<file path="src/rtl/qar_lin_rx.sv">
// qar_lin_rx: LIN slave receive engine.
// Synchronises rx, detects the break field, checks the 0x55 sync byte,
// captures the protected identifier and buffers response bytes in a FIFO.
// Optional feature macro: QAR_LIN_PID_PARITY_EN enables PID parity checking;
// without it every PID is accepted and pid_err stays 0.
// Handshake: rd_valid means the FIFO head is on rd_data; a cycle with
// rd_en high and rd_valid high consumes that entry. rd_en with rd_valid
// low is ignored.
module qar_lin_rx #(
  parameter int CLKS_PER_BIT_W = 16,
  parameter int BREAK_BITS     = 11,
  parameter int FIFO_DEPTH     = 4
) (
  input  logic                      clk,
  input  logic                      rst_n,
  input  logic                      enable,
  input  logic                      rx,
  input  logic [CLKS_PER_BIT_W-1:0] clks_per_bit,
  input  logic                      rd_en,
  input  logic                      status_clr,
  output logic [7:0]                rd_data,
  output logic                      rd_valid,
  output logic [15:0]               header,
  output logic                      header_valid,
  output logic [7:0]                status
);

  localparam int AW = $clog2(FIFO_DEPTH);
  localparam int CW = AW + 1;
  localparam logic [CW-1:0] FULL_CNT = CW'(FIFO_DEPTH);

  typedef enum logic [2:0] {BR_IDLE, BR_START, BR_DATA, BR_STOP, BR_WAIT} br_state_t;
  typedef enum logic [2:0] {FR_HUNT, FR_DELIM, FR_SYNC, FR_PID, FR_DATA} fr_state_t;

  // synchroniser and edge detect
  logic rx_s1, rxs, rxs_q, fall;

  // break detector
  logic [19:0] low_cnt;
  logic [19:0] brk_thr;
  logic        brk_hit;

  // byte receiver
  br_state_t                 br_state, br_next;
  logic [CLKS_PER_BIT_W-1:0] br_cnt;
  logic [CLKS_PER_BIT_W-1:0] half;
  logic [2:0]                bit_idx;
  logic [7:0]                shreg;
  logic                      mid_start, bit_end;
  logic                      stb_set, stop_err;
  logic                      byte_stb;
  logic [7:0]                byte_data;

  // frame FSM
  fr_state_t fr_state, fr_next;
  logic      push, sync_err, pid_ok, pid_bad, pid_par_ok;

  // FIFO
  logic [7:0]    mem [FIFO_DEPTH];
  logic [AW-1:0] wr_ptr, rd_ptr;
  logic [CW-1:0] count;
  logic          full, empty, pop_ok, do_push, overrun_set;

  // flags
  logic break_flag, overrun, frame_err, pid_err;

  assign fall      = rxs_q & ~rxs;
  assign brk_thr   = 20'(BREAK_BITS) * 20'(clks_per_bit);
  assign brk_hit   = enable && !rxs && (low_cnt == brk_thr);
  assign half      = clks_per_bit >> 1;
  assign mid_start = (br_cnt == half - CLKS_PER_BIT_W'(1));
  assign bit_end   = (br_cnt == clks_per_bit - CLKS_PER_BIT_W'(1));

  // two-flop synchroniser; idle line level is 1
  always_ff @(posedge clk or negedge rst_n) begin
    if (!rst_n) begin
      rx_s1 <= 1'b1;
      rxs   <= 1'b1;
      rxs_q <= 1'b1;
    end else begin
      rx_s1 <= rx;
      rxs   <= rx_s1;
      rxs_q <= rxs;
    end
  end

  // low-time counter, saturating so brk_hit fires once per low period
  always_ff @(posedge clk or negedge rst_n) begin
    if (!rst_n) low_cnt <= '0;
    else if (!enable || rxs) low_cnt <= '0;
    else if (low_cnt != 20'hFFFFF) low_cnt <= low_cnt + 20'd1;
  end

  // byte receiver state register
  always_ff @(posedge clk or negedge rst_n) begin
    if (!rst_n) br_state <= BR_IDLE;
    else        br_state <= br_next;
  end

  // byte receiver next state; a low stop bit waits in BR_WAIT to see
  // whether the line turns into a break before calling it a framing error
  always_comb begin
    br_next  = br_state;
    stb_set  = 1'b0;
    stop_err = 1'b0;
    case (br_state)
      BR_IDLE:  if (fall) br_next = BR_START;
      BR_START: if (mid_start) br_next = rxs ? BR_IDLE : BR_DATA;
      BR_DATA:  if (bit_end && bit_idx == 3'd7) br_next = BR_STOP;
      BR_STOP: begin
        if (bit_end) begin
          if (rxs) begin
            stb_set = 1'b1;
            br_next = BR_IDLE;
          end else begin
            br_next = BR_WAIT;
          end
        end
      end
      BR_WAIT: begin
        if (rxs) begin
          stop_err = 1'b1;
          br_next  = BR_IDLE;
        end
      end
      default: br_next = BR_IDLE;
    endcase
    if (!enable || brk_hit) begin
      br_next  = BR_IDLE;
      stb_set  = 1'b0;
      stop_err = 1'b0;
    end
  end

  // bit timing counter, shift register and registered byte strobe
  always_ff @(posedge clk or negedge rst_n) begin
    if (!rst_n) begin
      br_cnt    <= '0;
      bit_idx   <= '0;
      shreg     <= '0;
      byte_stb  <= 1'b0;
      byte_data <= '0;
    end else begin
      if (br_next != br_state || bit_end || br_state == BR_IDLE || br_state == BR_WAIT)
        br_cnt <= '0;
      else
        br_cnt <= br_cnt + CLKS_PER_BIT_W'(1);
      if (br_state == BR_START) bit_idx <= '0;
      if (br_state == BR_DATA && bit_end) begin
        shreg   <= {rxs, shreg[7:1]};
        bit_idx <= bit_idx + 3'd1;
      end
      byte_stb <= stb_set;
      if (stb_set) byte_data <= shreg;
    end
  end

  // PID parity check, only when the feature is built in
`ifdef QAR_LIN_PID_PARITY_EN
  assign pid_par_ok = (byte_data[6] == (byte_data[0] ^ byte_data[1] ^ byte_data[2] ^ byte_data[4])) &&
                      (byte_data[7] == ~(byte_data[1] ^ byte_data[3] ^ byte_data[4] ^ byte_data[5]));
`else
  assign pid_par_ok = 1'b1;
`endif

  // frame FSM state register
  always_ff @(posedge clk or negedge rst_n) begin
    if (!rst_n) fr_state <= FR_HUNT;
    else        fr_state <= fr_next;
  end

  // frame FSM next state; a break restarts the frame from any state
  always_comb begin
    fr_next  = fr_state;
    push     = 1'b0;
    sync_err = 1'b0;
    pid_ok   = 1'b0;
    pid_bad  = 1'b0;
    case (fr_state)
      FR_DELIM: if (rxs) fr_next = FR_SYNC;
      FR_SYNC: begin
        if (byte_stb) begin
          if (byte_data == 8'h55) begin
            fr_next = FR_PID;
          end else begin
            sync_err = 1'b1;
            fr_next  = FR_HUNT;
          end
        end
      end
      FR_PID: begin
        if (byte_stb) begin
          if (pid_par_ok) begin
            pid_ok  = 1'b1;
            fr_next = FR_DATA;
          end else begin
            pid_bad = 1'b1;
            fr_next = FR_HUNT;
          end
        end
      end
      FR_DATA: if (byte_stb) push = 1'b1;
      default: ;
    endcase
    if (!enable) begin
      fr_next  = FR_HUNT;
      push     = 1'b0;
      sync_err = 1'b0;
      pid_ok   = 1'b0;
      pid_bad  = 1'b0;
    end else if (brk_hit) begin
      fr_next  = FR_DELIM;
      push     = 1'b0;
      sync_err = 1'b0;
      pid_ok   = 1'b0;
      pid_bad  = 1'b0;
    end
  end

  assign full        = (count == FULL_CNT);
  assign empty       = (count == '0);
  assign pop_ok      = rd_en && !empty;
  assign do_push     = push && (!full || pop_ok);
  assign overrun_set = push && full && !pop_ok;

  // FIFO storage; contents need no reset since rd_data is gated by empty
  always_ff @(posedge clk) begin
    if (do_push) mem[wr_ptr] <= byte_data;
  end

  // FIFO pointers and occupancy
  always_ff @(posedge clk or negedge rst_n) begin
    if (!rst_n) begin
      wr_ptr <= '0;
      rd_ptr <= '0;
      count  <= '0;
    end else begin
      if (do_push) wr_ptr <= wr_ptr + AW'(1);
      if (pop_ok)  rd_ptr <= rd_ptr + AW'(1);
      if (do_push && !pop_ok)      count <= count + CW'(1);
      else if (!do_push && pop_ok) count <= count - CW'(1);
    end
  end

  // sticky flags and header; a set in the same cycle as status_clr wins
  always_ff @(posedge clk or negedge rst_n) begin
    if (!rst_n) begin
      break_flag   <= 1'b0;
      overrun      <= 1'b0;
      frame_err    <= 1'b0;
      pid_err      <= 1'b0;
      header_valid <= 1'b0;
      header       <= '0;
    end else begin
      break_flag   <= brk_hit | (break_flag & ~status_clr);
      overrun      <= overrun_set | (overrun & ~status_clr);
      frame_err    <= stop_err | sync_err | (frame_err & ~status_clr);
      pid_err      <= pid_bad | (pid_err & ~status_clr);
      header_valid <= pid_ok | (header_valid & ~status_clr);
      if (pid_ok) header <= {byte_data, 8'h55};
    end
  end

  assign rd_valid = !empty;
  assign rd_data  = empty ? 8'h00 : mem[rd_ptr];
  assign status   = {break_flag, header_valid, overrun, frame_err, pid_err, 3'b000};

endmodule
</file>
<file path="config.mk">
export PLATFORM = sky130hd
export DESIGN_NAME = qar_lin_rx
export DESIGN_NICKNAME = d
export VERILOG_FILES = /design/src/rtl/qar_lin_rx.sv
export SDC_FILE = /design/constraint.sdc
export NUM_CORES = 1
export LEC_CHECK = 0
export ABC_AREA = 1
export ABC_CLOCK_PERIOD_IN_PS = 4100
export CAP_MARGIN = 20
export CELL_PAD_IN_SITES_DETAIL_PLACEMENT = 1
export CELL_PAD_IN_SITES_GLOBAL_PLACEMENT = 1
export CORE_MARGIN = 2
export CORE_UTILIZATION = 40
export DETAILED_ROUTE_END_ITERATION = 7
export MAX_ROUTING_LAYER = met4
export PLACE_DENSITY = 0.84
export SKIP_CTS_REPAIR_TIMING = 1
export SYNTH_ARGS = -nofsm -noshare
export SYNTH_HDL_FRONTEND = slang
export SYNTH_SLANG_ARGS = --single-unit
</file>
<file path="constraint.sdc">
create_clock -name clk -period 4.1 [get_ports clk]
set_input_delay 0.82 -clock clk [delete_from_list [all_inputs] [get_ports clk]]
set_output_delay 0.82 -clock clk [all_outputs]
set_load 0.01 [all_outputs]
</file>
==> metrics.cfg <==
[pwr]
vdd_drop_max_uv = 271
combinationalPowerShare = 0.386
finalPower_w = 0.00453
leakage_nw = 5.02
clkPwrFrac = 0.325
switchingPower_w = 0.00172
seqPwrFrac = 0.289
p_int_w = 0.00280
powerDensity_mw_per_mm2 = 407
swShare = 0.381

[worst_setup_path]
crit_path_start_kind = input port
critical_path.most_common_cell = nand2_2
cp_max_fo = 4
reg2reg_from = rxs
r2r_slack_ns = 1.10
crit_type = input port to register
end_kind = register
worst-path-buf-inv = 5
critical-path-top-delay-family = adder cells
worst_path_max_delay_cell = fa_2
critical_path.max_stage_delay_ns = 0.64
cp-startpoint = clks_per_bit[5]
required_ns = 4.41
crit_arrival_ns = 4.63

[yosys]
synth_cells = 1118
yosys.area.top_type = dfrtp_1
ys_ff_latch = 118
yosys_most_used_dff = dfrtp_1
synthTopCellsByArea = dfrtp_1 24%, nand2_1 12%, edfxtp_1 11%, inv_1 7.2%, ha_1 6.9%
synth_edf_count = 32
syn-cell-area_mm2 = 0.00853
seq_area_frac_synth = 0.365
yosysWarnings = 0
avgSynthCellArea_um2 = 7.63
ys_types = 46
synth_top_area_frac = 0.244
async_flop_share = 0.729

[clock_network]
htree_levels = 4
root_buffer = clkbuf_16
clkSinkCount = 118
clock_path_buffers = 2
clkLatencyLatePin_ns = 0.45
numCtsBuffers = 17
cts_tree = done
clk_pin_slew_ns = 0.06

[finish]
multi_input_area_mm2 = 0.00535
final_area_mm2 = 0.0111
final.fill_count = 2524
final_nets = 1326
area.growth.synth_to_final_pct = 30.3
fin_util = 0.530
regArea_mm2 = 0.00312
layout.cells.non_filler = 1533
layout-drive-gt1-share = 0.239

[place]
hpwlAfterDp_mm = 20.1
place_inst = 1493
postPlaceCellArea_mm2 = 0.0101
pre_cts_ws_ns = -1.15
portBuffers = 48
place_congestion = 0.892

[grt]
antenna_found_initial = 2
grt.total_usage = 0.257
grt_pass1_wl_mm = 43.8
grt_pass1_vias = 8561
grt_start_max_net_pins = 45
gr-total-overflow = 0

[run_status]
status = complete, but fails checks
violations = setup timing

[floorplan]
chipWidth_um = 150
die_h_um = 150
io_pins = 56
dieArea_mm2 = 0.0225
initial_utilization = 0.407
std_cell_rows = 53
core_mm2 = 0.0210

[route]
wl_mm = 31.5
post_drt_wl_per_cell_um = 20.6
detail_route.first_pass.iterations = 6
drtIter0Drc = 494
detail-route-antenna-nets = 0
viasPerCell = 5.43
drc = 0
dr_total_vias = 8331

[min_path]
min_from = rx_s1
hold_class = register to register

[sta]
finalCritPeriodShare = 1.05
tightestPinTransition_ns = 0.750
finalHoldViolCount = 0
relSlewSlack = 0.496
clock.fmax_ghz = 0.231
finalSetupViolations = 3
clock_skew_ns = 0.0207
rsz0062_at_grt = true
period_minus_slack_ns = 4.32
slew_viol_final = 0
worst_slack_ns = -0.221

[flow_run]
maxCapViolations = 0

## cells in the mapped netlist, drive strengths merged, types with 3 or more instances
master and count:
fa 14, nand2 294, nand3 82, nor3 20
clkbuf 9, o21ai 63, edfxtp 32, dfrtp 83
clkinv 4, xnor2 23, dfstp 3, xor2 34
ha 47, nor2 139, nand4 14, a211oi 5
inv 169, nand3b 10, nor4 5, a21oi 35
buf 19
## flip-flops by register name, indices dropped and copies added, names as in the netlist, 3 cells and up
name       flops
bit_idx        3
br_cnt        16
br_state       3
byte_data      8
count          3
fr_state       3
header         9
low_cnt       20
mem           32
shreg          8
## routing by layer
metal  vias to the layer above  GRT usage  part of all wire
li1                       3800          -                 -
met3                       108     0.0387             0.050
met2                       302      0.439              0.50
met5                         -          -                 0
met1                      4121      0.304              0.40
met4                         0      0.101             0.046
## power groups by stage
stage          Sequential, W  Combinational (W)  Clock (W)
3_5_place_dp         0.00133            0.00147          0
2_1_floorplan        0.00128           0.000946          0
3_3_place_gp         0.00132            0.00140          0
6_report             0.00131            0.00175    0.00147
4_1_cts              0.00131            0.00150    0.00145
5_1_grt              0.00132            0.00188    0.00151
## kinds of logic (layout without fill, tap and decap cells)
kind of cell | after synthesis | in the layout | synth area share
and+or+nand+nor | 569 | 569 | 0.305
muxes | 1 | 1 | 0.00132
adders and majority gates | 61 | 61 | 0.102
other | 1 | 9 | 0.000440
AOI/OAI and AO/OA | 110 | 110 | 0.0692
DFF | 118 | 118 | 0.365
buffers and inverters | 201 | 333 | 0.0980
xor gates and xnor gates | 57 | 57 | 0.0585
## cell type report
class | instances | share of cell area
timing repair buffer | 128 | 0.0973
sequential | 118 | 0.280
multi-input combinational | 805 | 0.481
tap | 275 | 0.0310
antenna | 2 | 0.000450
inverter | 173 | 0.0590
clock buffer | 20 | 0.0421
clock inverter | 12 | 0.00844
## worst paths after layout
| kind | endpoint | depth (start not counted) |
|---|---|---|
| max | count[2] | 28 |
| min | rxs | 0 |
| max reg2reg | count[1] | 20 |
| min reg2reg | rxs | 0 |
| max in group asynchronous | rxs | 2 |
| min in group asynchronous | rd_ptr[1] | 1 |
## metrics by stage
step | hold slack [ns] | TNS, ns
2_1_floorplan | 0.345 | 0
3_3_place_gp | 0.347 | -54.31
3_5_place_dp | 0.348 | -65.86
4_1_cts | 0.356 | -33.58
5_1_grt | 0.359 | -3.16
6_report | 0.356 | -0.408
## placed cells by master (no fill, tap or decap), types with 26 or more instances in the layout
cell type,n
ha_4,29
clkdlybuf4s50_1,31
nand3_1,65
nand2_2,34
a21oi_1,26
xor2_1,34
nand2_1,245
buf_4,76
dfrtp_1,83
o21ai_0,62
nor2_1,97
edfxtp_1,32
inv_1,155
Note: power is estimated with default switching activity, not from simulation.
